==> config.mk <==
export PLATFORM = sky130hd
export DESIGN_NAME = card_dealer_flat
export DESIGN_NICKNAME = d
export VERILOG_FILES = /design/src/rtl/card_dealer_if.sv /design/src/rtl/card_dealer.sv /design/src/flat_wrapper.sv
export SDC_FILE = /design/constraint.sdc
export NUM_CORES = 1
export LEC_CHECK = 0
export BUFFER_PORTS_ARGS = -buffer_cell sky130_fd_sc_hd__buf_2
export CAP_MARGIN = 20
export CORE_ASPECT_RATIO = 0.5
export CORE_MARGIN = 2
export CORE_UTILIZATION = 63
export DETAILED_ROUTE_END_ITERATION = 8
export GPL_ROUTABILITY_DRIVEN = 0
export GPL_TIMING_DRIVEN = 0
export PLACE_DENSITY = 0.81
export SLEW_MARGIN = 0
export SYNTH_ARGS = -nofsm -noshare
export SYNTH_HDL_FRONTEND = slang
export SYNTH_SLANG_ARGS = --single-unit
==> constraint.sdc <==
create_clock -name clk_50M -period 4.3 [get_ports clk_50M]
set_clock_uncertainty 0.15 [all_clocks]
set_input_delay 0.43 -clock clk_50M [delete_from_list [all_inputs] [get_ports clk_50M]]
set_output_delay 0.43 -clock clk_50M [all_outputs]
set_load 0.1 [all_outputs]
==> src/rtl/card_dealer_if.sv <==
// Dealer-side bundle: seed/shuffle/draw requests in, dealt card and deck status out.
interface card_dealer_if #(
    parameter int SEED_WIDTH = 12
);
    logic [SEED_WIDTH-1:0] i_Seed;
    logic                  i_Shuffle;
    logic                  i_Draw;
    logic                  o_Ready;
    logic                  o_Valid;
    logic [5:0]            o_Card;
    logic [1:0]            o_Suit;
    logic [3:0]            o_Rank;
    logic [3:0]            o_Points;
    logic [5:0]            o_Remaining;
    logic                  o_Empty;

    modport master (
        output i_Seed, i_Shuffle, i_Draw,
        input  o_Ready, o_Valid, o_Card, o_Suit, o_Rank, o_Points, o_Remaining, o_Empty
    );

    modport slave (
        input  i_Seed, i_Shuffle, i_Draw,
        output o_Ready, o_Valid, o_Card, o_Suit, o_Rank, o_Points, o_Remaining, o_Empty
    );
endinterface

==> src/rtl/card_dealer.sv <==
// card_dealer: deals a 52-card deck without repetition, start index from a seeded 12-bit LFSR.
// Build macro DEALER_TEST_SEQ_EN swaps the LFSR start index for a sequential pointer (deals 0,1,2,...).
//
// state  | meaning
// IDLE   | o_Ready high, waiting for a draw
// SEARCH | probing one deck index per cycle for an unused card
// DONE   | o_Valid pulse, card outputs just updated
module card_dealer #(
    parameter int SEED_WIDTH = 12,
    parameter int DECK_SIZE  = 52
) (
    input logic          clk_50M,
    input logic          i_Reset_n,
    card_dealer_if.slave bus
);
    localparam logic [5:0]            DECK_CNT  = 6'(DECK_SIZE);
    localparam logic [5:0]            LAST_IDX  = 6'(DECK_SIZE - 1);
    localparam logic [SEED_WIDTH-1:0] LFSR_INIT = SEED_WIDTH'(12'h001);
    localparam logic [SEED_WIDTH-1:0] LFSR_ALT  = SEED_WIDTH'(12'hACE);

    typedef enum logic [1:0] {
        IDLE   = 2'd0,
        SEARCH = 2'd1,
        DONE   = 2'd2
    } state_t;

    state_t                state;
    logic [SEED_WIDTH-1:0] lfsr;
    logic [DECK_SIZE-1:0]  used_mask;
    logic [5:0]            idx;
    logic                  ready_q;
    logic                  valid_q;
    logic [5:0]            card_q;
    logic [1:0]            suit_q;
    logic [3:0]            rank_q;
    logic [3:0]            points_q;
    logic [5:0]            remaining_q;
    logic                  empty_q;

    logic                  lfsr_fb;
    logic [SEED_WIDTH-1:0] lfsr_next;
    logic [SEED_WIDTH-1:0] seed_load;
    logic [5:0]            start_idx;
    logic [5:0]            idx_next;
    logic [5:0]            suit_base;
    logic [1:0]            card_suit;
    logic [3:0]            card_rank;
    logic [3:0]            card_points;

    assign lfsr_fb   = lfsr[11] ^ lfsr[10] ^ lfsr[9] ^ lfsr[3];
    assign lfsr_next = {lfsr[SEED_WIDTH-2:0], lfsr_fb};
    // An all-zero LFSR would lock up, so a zero seed is replaced.
    assign seed_load = (bus.i_Seed == '0) ? LFSR_ALT : bus.i_Seed;
    assign idx_next  = (idx == LAST_IDX) ? 6'd0 : idx + 6'd1;

`ifdef DEALER_TEST_SEQ_EN
    logic [5:0] seq_ptr;
    logic [5:0] seq_ptr_next;

    assign start_idx    = seq_ptr;
    assign seq_ptr_next = (seq_ptr == LAST_IDX) ? 6'd0 : seq_ptr + 6'd1;
`else
    logic [5:0] lfsr_idx;

    assign lfsr_idx  = lfsr[5:0];
    assign start_idx = (lfsr_idx >= DECK_CNT) ? lfsr_idx - DECK_CNT : lfsr_idx;
`endif

    always_comb begin
        card_suit = 2'd0;
        suit_base = 6'd0;
        if (idx >= 6'd39) begin
            card_suit = 2'd3;
            suit_base = 6'd39;
        end else if (idx >= 6'd26) begin
            card_suit = 2'd2;
            suit_base = 6'd26;
        end else if (idx >= 6'd13) begin
            card_suit = 2'd1;
            suit_base = 6'd13;
        end
        card_rank   = 4'(idx - suit_base + 6'd1);
        card_points = (card_rank > 4'd10) ? 4'd10 : card_rank;
    end

    always_ff @(posedge clk_50M) begin
        if (!i_Reset_n) begin
            state       <= IDLE;
            lfsr        <= LFSR_INIT;
            used_mask   <= '0;
            idx         <= 6'd0;
            ready_q     <= 1'b1;
            valid_q     <= 1'b0;
            card_q      <= 6'd0;
            suit_q      <= 2'd0;
            rank_q      <= 4'd0;
            points_q    <= 4'd0;
            remaining_q <= DECK_CNT;
            empty_q     <= 1'b0;
`ifdef DEALER_TEST_SEQ_EN
            seq_ptr     <= 6'd0;
`endif
        end else begin
            lfsr <= lfsr_next;
            if (bus.i_Shuffle) begin
                // Shuffle overrides everything: pending search and same-cycle draw are dropped.
                lfsr        <= seed_load;
                used_mask   <= '0;
                remaining_q <= DECK_CNT;
                empty_q     <= 1'b0;
                state       <= IDLE;
                ready_q     <= 1'b1;
                valid_q     <= 1'b0;
`ifdef DEALER_TEST_SEQ_EN
                seq_ptr     <= 6'd0;
`endif
            end else begin
                case (state)
                    IDLE: begin
                        valid_q <= 1'b0;
                        if (bus.i_Draw && !empty_q) begin
                            idx     <= start_idx;
                            state   <= SEARCH;
                            ready_q <= 1'b0;
                        end
                    end
                    SEARCH: begin
                        if (!used_mask[idx]) begin
                            used_mask[idx] <= 1'b1;
                            card_q         <= idx;
                            suit_q         <= card_suit;
                            rank_q         <= card_rank;
                            points_q       <= card_points;
                            remaining_q    <= remaining_q - 6'd1;
                            empty_q        <= (remaining_q == 6'd1);
                            valid_q        <= 1'b1;
                            state          <= DONE;
`ifdef DEALER_TEST_SEQ_EN
                            seq_ptr        <= seq_ptr_next;
`endif
                        end else begin
                            idx <= idx_next;
                        end
                    end
                    DONE: begin
                        valid_q <= 1'b0;
                        ready_q <= 1'b1;
                        state   <= IDLE;
                    end
                    default: begin
                        valid_q <= 1'b0;
                        ready_q <= 1'b1;
                        state   <= IDLE;
                    end
                endcase
            end
        end
    end

    assign bus.o_Ready     = ready_q;
    assign bus.o_Valid     = valid_q;
    assign bus.o_Card      = card_q;
    assign bus.o_Suit      = suit_q;
    assign bus.o_Rank      = rank_q;
    assign bus.o_Points    = points_q;
    assign bus.o_Remaining = remaining_q;
    assign bus.o_Empty     = empty_q;
endmodule
==> src/flat_wrapper.sv <==
// flat-port wrapper written by rule: the top's interface ports become plain ports
module card_dealer_flat 
#(
    parameter int SEED_WIDTH = 12,
    parameter int DECK_SIZE  = 52
)
  (clk_50M, i_Reset_n, bus_i_Seed, bus_i_Shuffle, bus_i_Draw, bus_o_Ready, bus_o_Valid, bus_o_Card, bus_o_Suit, bus_o_Rank, bus_o_Points, bus_o_Remaining, bus_o_Empty);
  card_dealer_if #(.SEED_WIDTH(SEED_WIDTH)) bus_i ();
  input logic clk_50M;
  input logic i_Reset_n;
  input wire logic [$bits(bus_i.i_Seed)-1:0] bus_i_Seed;
  input wire logic [$bits(bus_i.i_Shuffle)-1:0] bus_i_Shuffle;
  input wire logic [$bits(bus_i.i_Draw)-1:0] bus_i_Draw;
  output wire logic [$bits(bus_i.o_Ready)-1:0] bus_o_Ready;
  output wire logic [$bits(bus_i.o_Valid)-1:0] bus_o_Valid;
  output wire logic [$bits(bus_i.o_Card)-1:0] bus_o_Card;
  output wire logic [$bits(bus_i.o_Suit)-1:0] bus_o_Suit;
  output wire logic [$bits(bus_i.o_Rank)-1:0] bus_o_Rank;
  output wire logic [$bits(bus_i.o_Points)-1:0] bus_o_Points;
  output wire logic [$bits(bus_i.o_Remaining)-1:0] bus_o_Remaining;
  output wire logic [$bits(bus_i.o_Empty)-1:0] bus_o_Empty;
  assign bus_i.i_Seed = bus_i_Seed;
  assign bus_i.i_Shuffle = bus_i_Shuffle;
  assign bus_i.i_Draw = bus_i_Draw;
  assign bus_o_Ready = bus_i.o_Ready;
  assign bus_o_Valid = bus_i.o_Valid;
  assign bus_o_Card = bus_i.o_Card;
  assign bus_o_Suit = bus_i.o_Suit;
  assign bus_o_Rank = bus_i.o_Rank;
  assign bus_o_Points = bus_i.o_Points;
  assign bus_o_Remaining = bus_i.o_Remaining;
  assign bus_o_Empty = bus_i.o_Empty;
  card_dealer #(.SEED_WIDTH(SEED_WIDTH), .DECK_SIZE(DECK_SIZE)) u_core (.clk_50M(clk_50M), .i_Reset_n(i_Reset_n), .bus(bus_i));
endmodule
### After elaboration in Yosys (flattened, before gate mapping)

Cells that the tools add are included.
W data, S select, Z words.

* $lt $le $gt $ge: 7
* equal/unequal tests: 6
* bitwise operators: 8
* reductions and logical operators: 13
* mux-type cells: 23
* $add $sub $neg: 5

Operators with widths (number)
* $or A52 B52 Y52: 1
* $mux W12: 2
* $mux W6: 4
* $mux W4: 4
* $ge A6 B6 Y1 const B: 2
* $logic_not A12 Y1: 1
* $pmux W6 S2: 1
* $mux W2: 4
* $lt A6 B7 Y1 const B: 1
* $add A6 B1 Y6 const B: 1
* $bmux W1 S6: 1
* $demux W1 S6: 1
* $eq A6 B1 Y1 const B: 1
* $eq A6 B6 Y1 const B: 1
* $ge A6 B1 Y1 const B: 1
* $ge A6 B4 Y1 const B: 1
* $ge A6 B5 Y1 const B: 1
* $reduce_and A2 Y1: 3
* $sub A6 B1 Y6 const B: 1
* $sub A6 B6 Y6 const B: 1
* $add A4 B1 Y4 const B: 1
* $gt A4 B4 Y1 const B: 1
* $mux W1: 4
* $ne A2 B1 Y1 const B: 2
* 15 further kinds: 21

* bits in registers: 97
* bits of input ports: 16
* output and inout bits: 25

### Longest topological paths before layout

* word-level depth: 8
* mapped depth: 16
* mapped depth without buffers: 14

### Worst setup path after synthesis

No wires, ideal clock.

* path type: register -> register
* start point: reg u_core.idx[1]
* end point: reg u_core.points_q[0], in the netlist u_core.bus.o_Points[0]
* required time: 4019 ps
* clock period less this slack: 2951 ps
* cell stages (with the launch flop): 17
* library setup time: 131 ps
* path buffers: 2
* slack: 1349 ps
* arrival time: 2671 ps
* cell sequence: dfxtp_1 > buf_6 > buf_4 > inv_1 > ha_1 > nand2b_1 > a22o_1 > a221oi_1 > a21oi_1 > nor2_1 > ha_1 > inv_1 > fa_1 > xor2_1 > o21ai_0 > nand3_1 > o21ai_0

* word-level cells in the longest chain between the ends: 8

Ends and longest elaborated chain
* start: declaration: line card_dealer.sv:30 `logic [5:0] idx;`
* start signal: assignment: line card_dealer.sv:122 `idx <= start_idx;`
* start signal: assignment: line card_dealer.sv:142 `idx <= idx_next;`
* $ge A6 B4 Y1: line card_dealer.sv:78 `end else if (idx >= 6'd13) begin`
* $mux W4: line card_dealer.sv:78
* $mux W4: line card_dealer.sv:75 `end else if (idx >= 6'd26) begin`
* $mux W4: line card_dealer.sv:72 `if (idx >= 6'd39) begin`
* $sub A4 B4 Y4: line card_dealer.sv:82 `card_rank = 4'(idx - suit_base + 6'd1);`
* $add A4 B1 Y4: line card_dealer.sv:82
* $gt A4 B4 Y1: line card_dealer.sv:83 `card_points = (card_rank > 4'd10) ? 4'd10 : card_rank;`
* $mux W4: line card_dealer.sv:83
* end signal: assignment: line card_dealer.sv:133 `points_q <= card_points;`
* end: declaration: line card_dealer.sv:36 `logic [3:0] points_q;`

Parallel ways exist; a longest one is shown, timed or not. The select of a mux whose other input is x is not followed.
A chain may end at the register's enable or synchronous reset.

### Worst setup path after layout

* start point: reg u_core.idx[5]
* end point: reg u_core.points_q[0], in the netlist u_core.bus.o_Points[0]

Same word-level chain as after synthesis.

==> flow_summary.toml <==
[status]
status = "complete, no violations"

[global_route]
gr-total-overflow = 0
grt_pass1_wl_um = 19300
grt_util_all_layers_pct = 32.2
antenna_found_initial = 0
grt_pass1_vias = 3864
grt_max_degree = 15

[sta]
tns_ps = 0
drv_slew = 0
fin_crit_sh_pct = 86.4
finalSetupViolCount = 0
finalCriticalPeriod_ps = 3720
hold_ws_ps = 178
slew_headroom_pct = 48.7
worstMarginPinSlew_ps = 760
hold_violations = 0
fmax_mhz = 269
rsz0062_at_grt = "no"

[critical_path]
crit_slowest_cell = "clkbuf_1"
end_kind = "flip-flop"
cp.arrival_ps = 3790
cp_common_cell = "inv_1"
critPathLaunchType = "flip-flop"
max_stage_delay_ps = 610
required_ps = 4370
critPathMaxFanout = 10
cp.depth = 14
crit_chain = "clkbuf_1 -> clkbuf_1 -> inv_1 -> o21a_1 -> inv_1 -> a21oi_1 -> nor2_1 -> ha_1 -> inv_1 -> fa_1 -> xor2_1 -> o21ai_0 -> nand3_1 -> o21ai_0"
critPathKind = "flip-flop to flip-flop"
r2r_cells = 14
path_delay_family = "buffers and inverters"
path_buf_inv = 5

[route]
wl_um = 11700
num_vias = 4066
ant_nets = 0
first_pass_iters = 5
routedWlPerCell_um = 17.9
drc = 0
vias_per_cell = 6.22
drtIter0Drc = 485

[final_layout]
nNetsFinal = 585
fillCellCount = 519
final_cell_mix = "dfxtp_1 (97), nand2_1 (90), o21ai_0 (55)"
antennaDiodeCount = 0
layout_commonest_cell = "dfxtp_1"
syn_to_final_growth_pct = 13.5
drive_above_1_share_pct = 16.9

[yosys]
synthArstFlopShare_pct = 0
yosysWarnings = 0
synthCells = 509
syn_nets = 536
yosysSeqAreaShare_pct = 43.5
ys.flop_type = "dfxtp_1"
synth_edf_count = 0
netlist_top_cells_area = "dfxtp_1 (43%), nand2_1 (7.6%), o21ai_0 (6.2%)"
yosys.area.top_type = "dfxtp_1"
syn_area_per_cell_um2 = 8.78
synth_cell_types = 72
syn_area_um2 = 4470
synth.top_cell.area_share_pct = 43.5
ys_seq_elements = 97

[clocking]
clk_pin_slew_worst_paths_ps = 70
cts_buffer_depth = 2
cts_tree = "yes"
cts.htree.levels = 3
cts_setup_buffers = 0
cts_resized = 0
cts_sinks = 97
numCtsBuffers = 9
hold_buffers = 0
clk_latency_ps = 350
cts-root-buf = "clkbuf_16"

[floorplan]
core_area_um2 = 6780
start_util_pct = 65.9
row_count = 21
ios = 41
die_w_um = 123
fp.dieH_um = 63.6
fp.dieArea_um2 = 7820

[worst_hold_path]
min_path_cells = 3
holdCritPathClass = "input pin to flip-flop"

[place]
io_buffers = 38
dp.final_hpwl_um = 8140

[power]
irDropWorstVdd_mv = 0.257
power.density_nw_per_um2 = 388
power_mw = 1.97
p_leak_nw = 1.95

[run]
maxCapViolCount = 0
[Yosys cell counts, types with 8 or more instances]
| library cell | number |
|---|---|
| a21oi_1 | 18 |
| clkbuf_1 | 18 |
| dfxtp_1 | 97 |
| ha_1 | 10 |
| inv_1 | 19 |
| nand2_1 | 90 |
| nand3_1 | 14 |
| nor2_1 | 27 |
| o21ai_0 | 55 |
| o21ai_1 | 10 |
| xnor2_1 | 8 |
[flip-flops by register name (all words and copies together), names as in the netlist]
name                    cells
u_core.bus.o_Empty          1
u_core.bus.o_Points         4
u_core.idx                  6
u_core.state                2
u_core.bus.o_Rank           4
u_core.bus.o_Remaining      6
u_core.bus.o_Ready          1
u_core.bus.o_Card           6
u_core.lfsr                12
u_core.bus.o_Valid          1
u_core.used_mask           52
u_core.bus.o_Suit           2
[worst reg2reg max path, cell delays in order, from the launching register on]
cell	delay (ps)
dfxtp_1	330
clkbuf_1	390
clkbuf_1	610
inv_1	310
o21a_1	220
inv_1	80
a21oi_1	160
nor2_1	160
ha_1	160
inv_1	50
fa_1	370
xor2_1	280
o21ai_0	150
nand3_1	100
o21ai_0	70
[path summary, 6_finish.rpt]
path,slack [ps],startpoint,endpoint
setup / recovery,580,u_core.idx[5],u_core.bus.o_Points[0]
hold / removal,180,bus_i_Seed[0],u_core.lfsr[0]
setup reg to reg,580,u_core.idx[5],u_core.bus.o_Points[0]
hold reg to reg,300,u_core.bus.o_Points[3],u_core.bus.o_Points[3]
[logic make-up after synthesis]
kind of cell    count (synthesis)  share of synthesized area, %
flops                          97                          43.5
mux                            15                          4.62
compound gates                142                          21.5
buf+inv                        51                          4.82
simple gates                  183                          20.4
fa+ha+maj                      11                          3.25
xor+xnor                       10                          1.96
[cell type report]
type                    instances  area [µm²]  share of cell area [%]
flip-flops and latches         97        1940                    38.3
well taps                      92         115                    2.27
multi-input cells             361        2310                    45.6
clock inverters                 2        37.5                   0.740
plain buffers                  30         135                    2.66
clock buffers                  13         260                    5.13
repair buffers                 38         190                    3.75
inverters                      21        80.1                    1.58
[metrics by stage]
stage,instances,util (%),cell area [µm²],worst slack (ps)
2_1_floorplan,509,-,4470,1350
5_1_grt,654,74.8,5070,352
3_5_place_dp,639,70.4,4770,702
4_1_cts,654,74.8,5070,676
6_report,654,74.8,5070,584
3_3_place_gp,639,70.4,4770,799
[routing by layer]
layer	global-route usage (%)	share of wire [%]
met5	0	0
met4	10.1	1.7
met3	8.33	9.6
met2	49.5	43
met1	44.5	45
[power breakdown]
| group | switching (mW) | total (mW) | internal [mW] |
|---|---|---|---|
| logic | 0.161 | 0.224 | 0.0630 |
| clock network | 0.336 | 0.816 | 0.480 |
| registers | 0.0125 | 0.928 | 0.916 |
No activity file was read; power rests on OpenSTA's default activity.
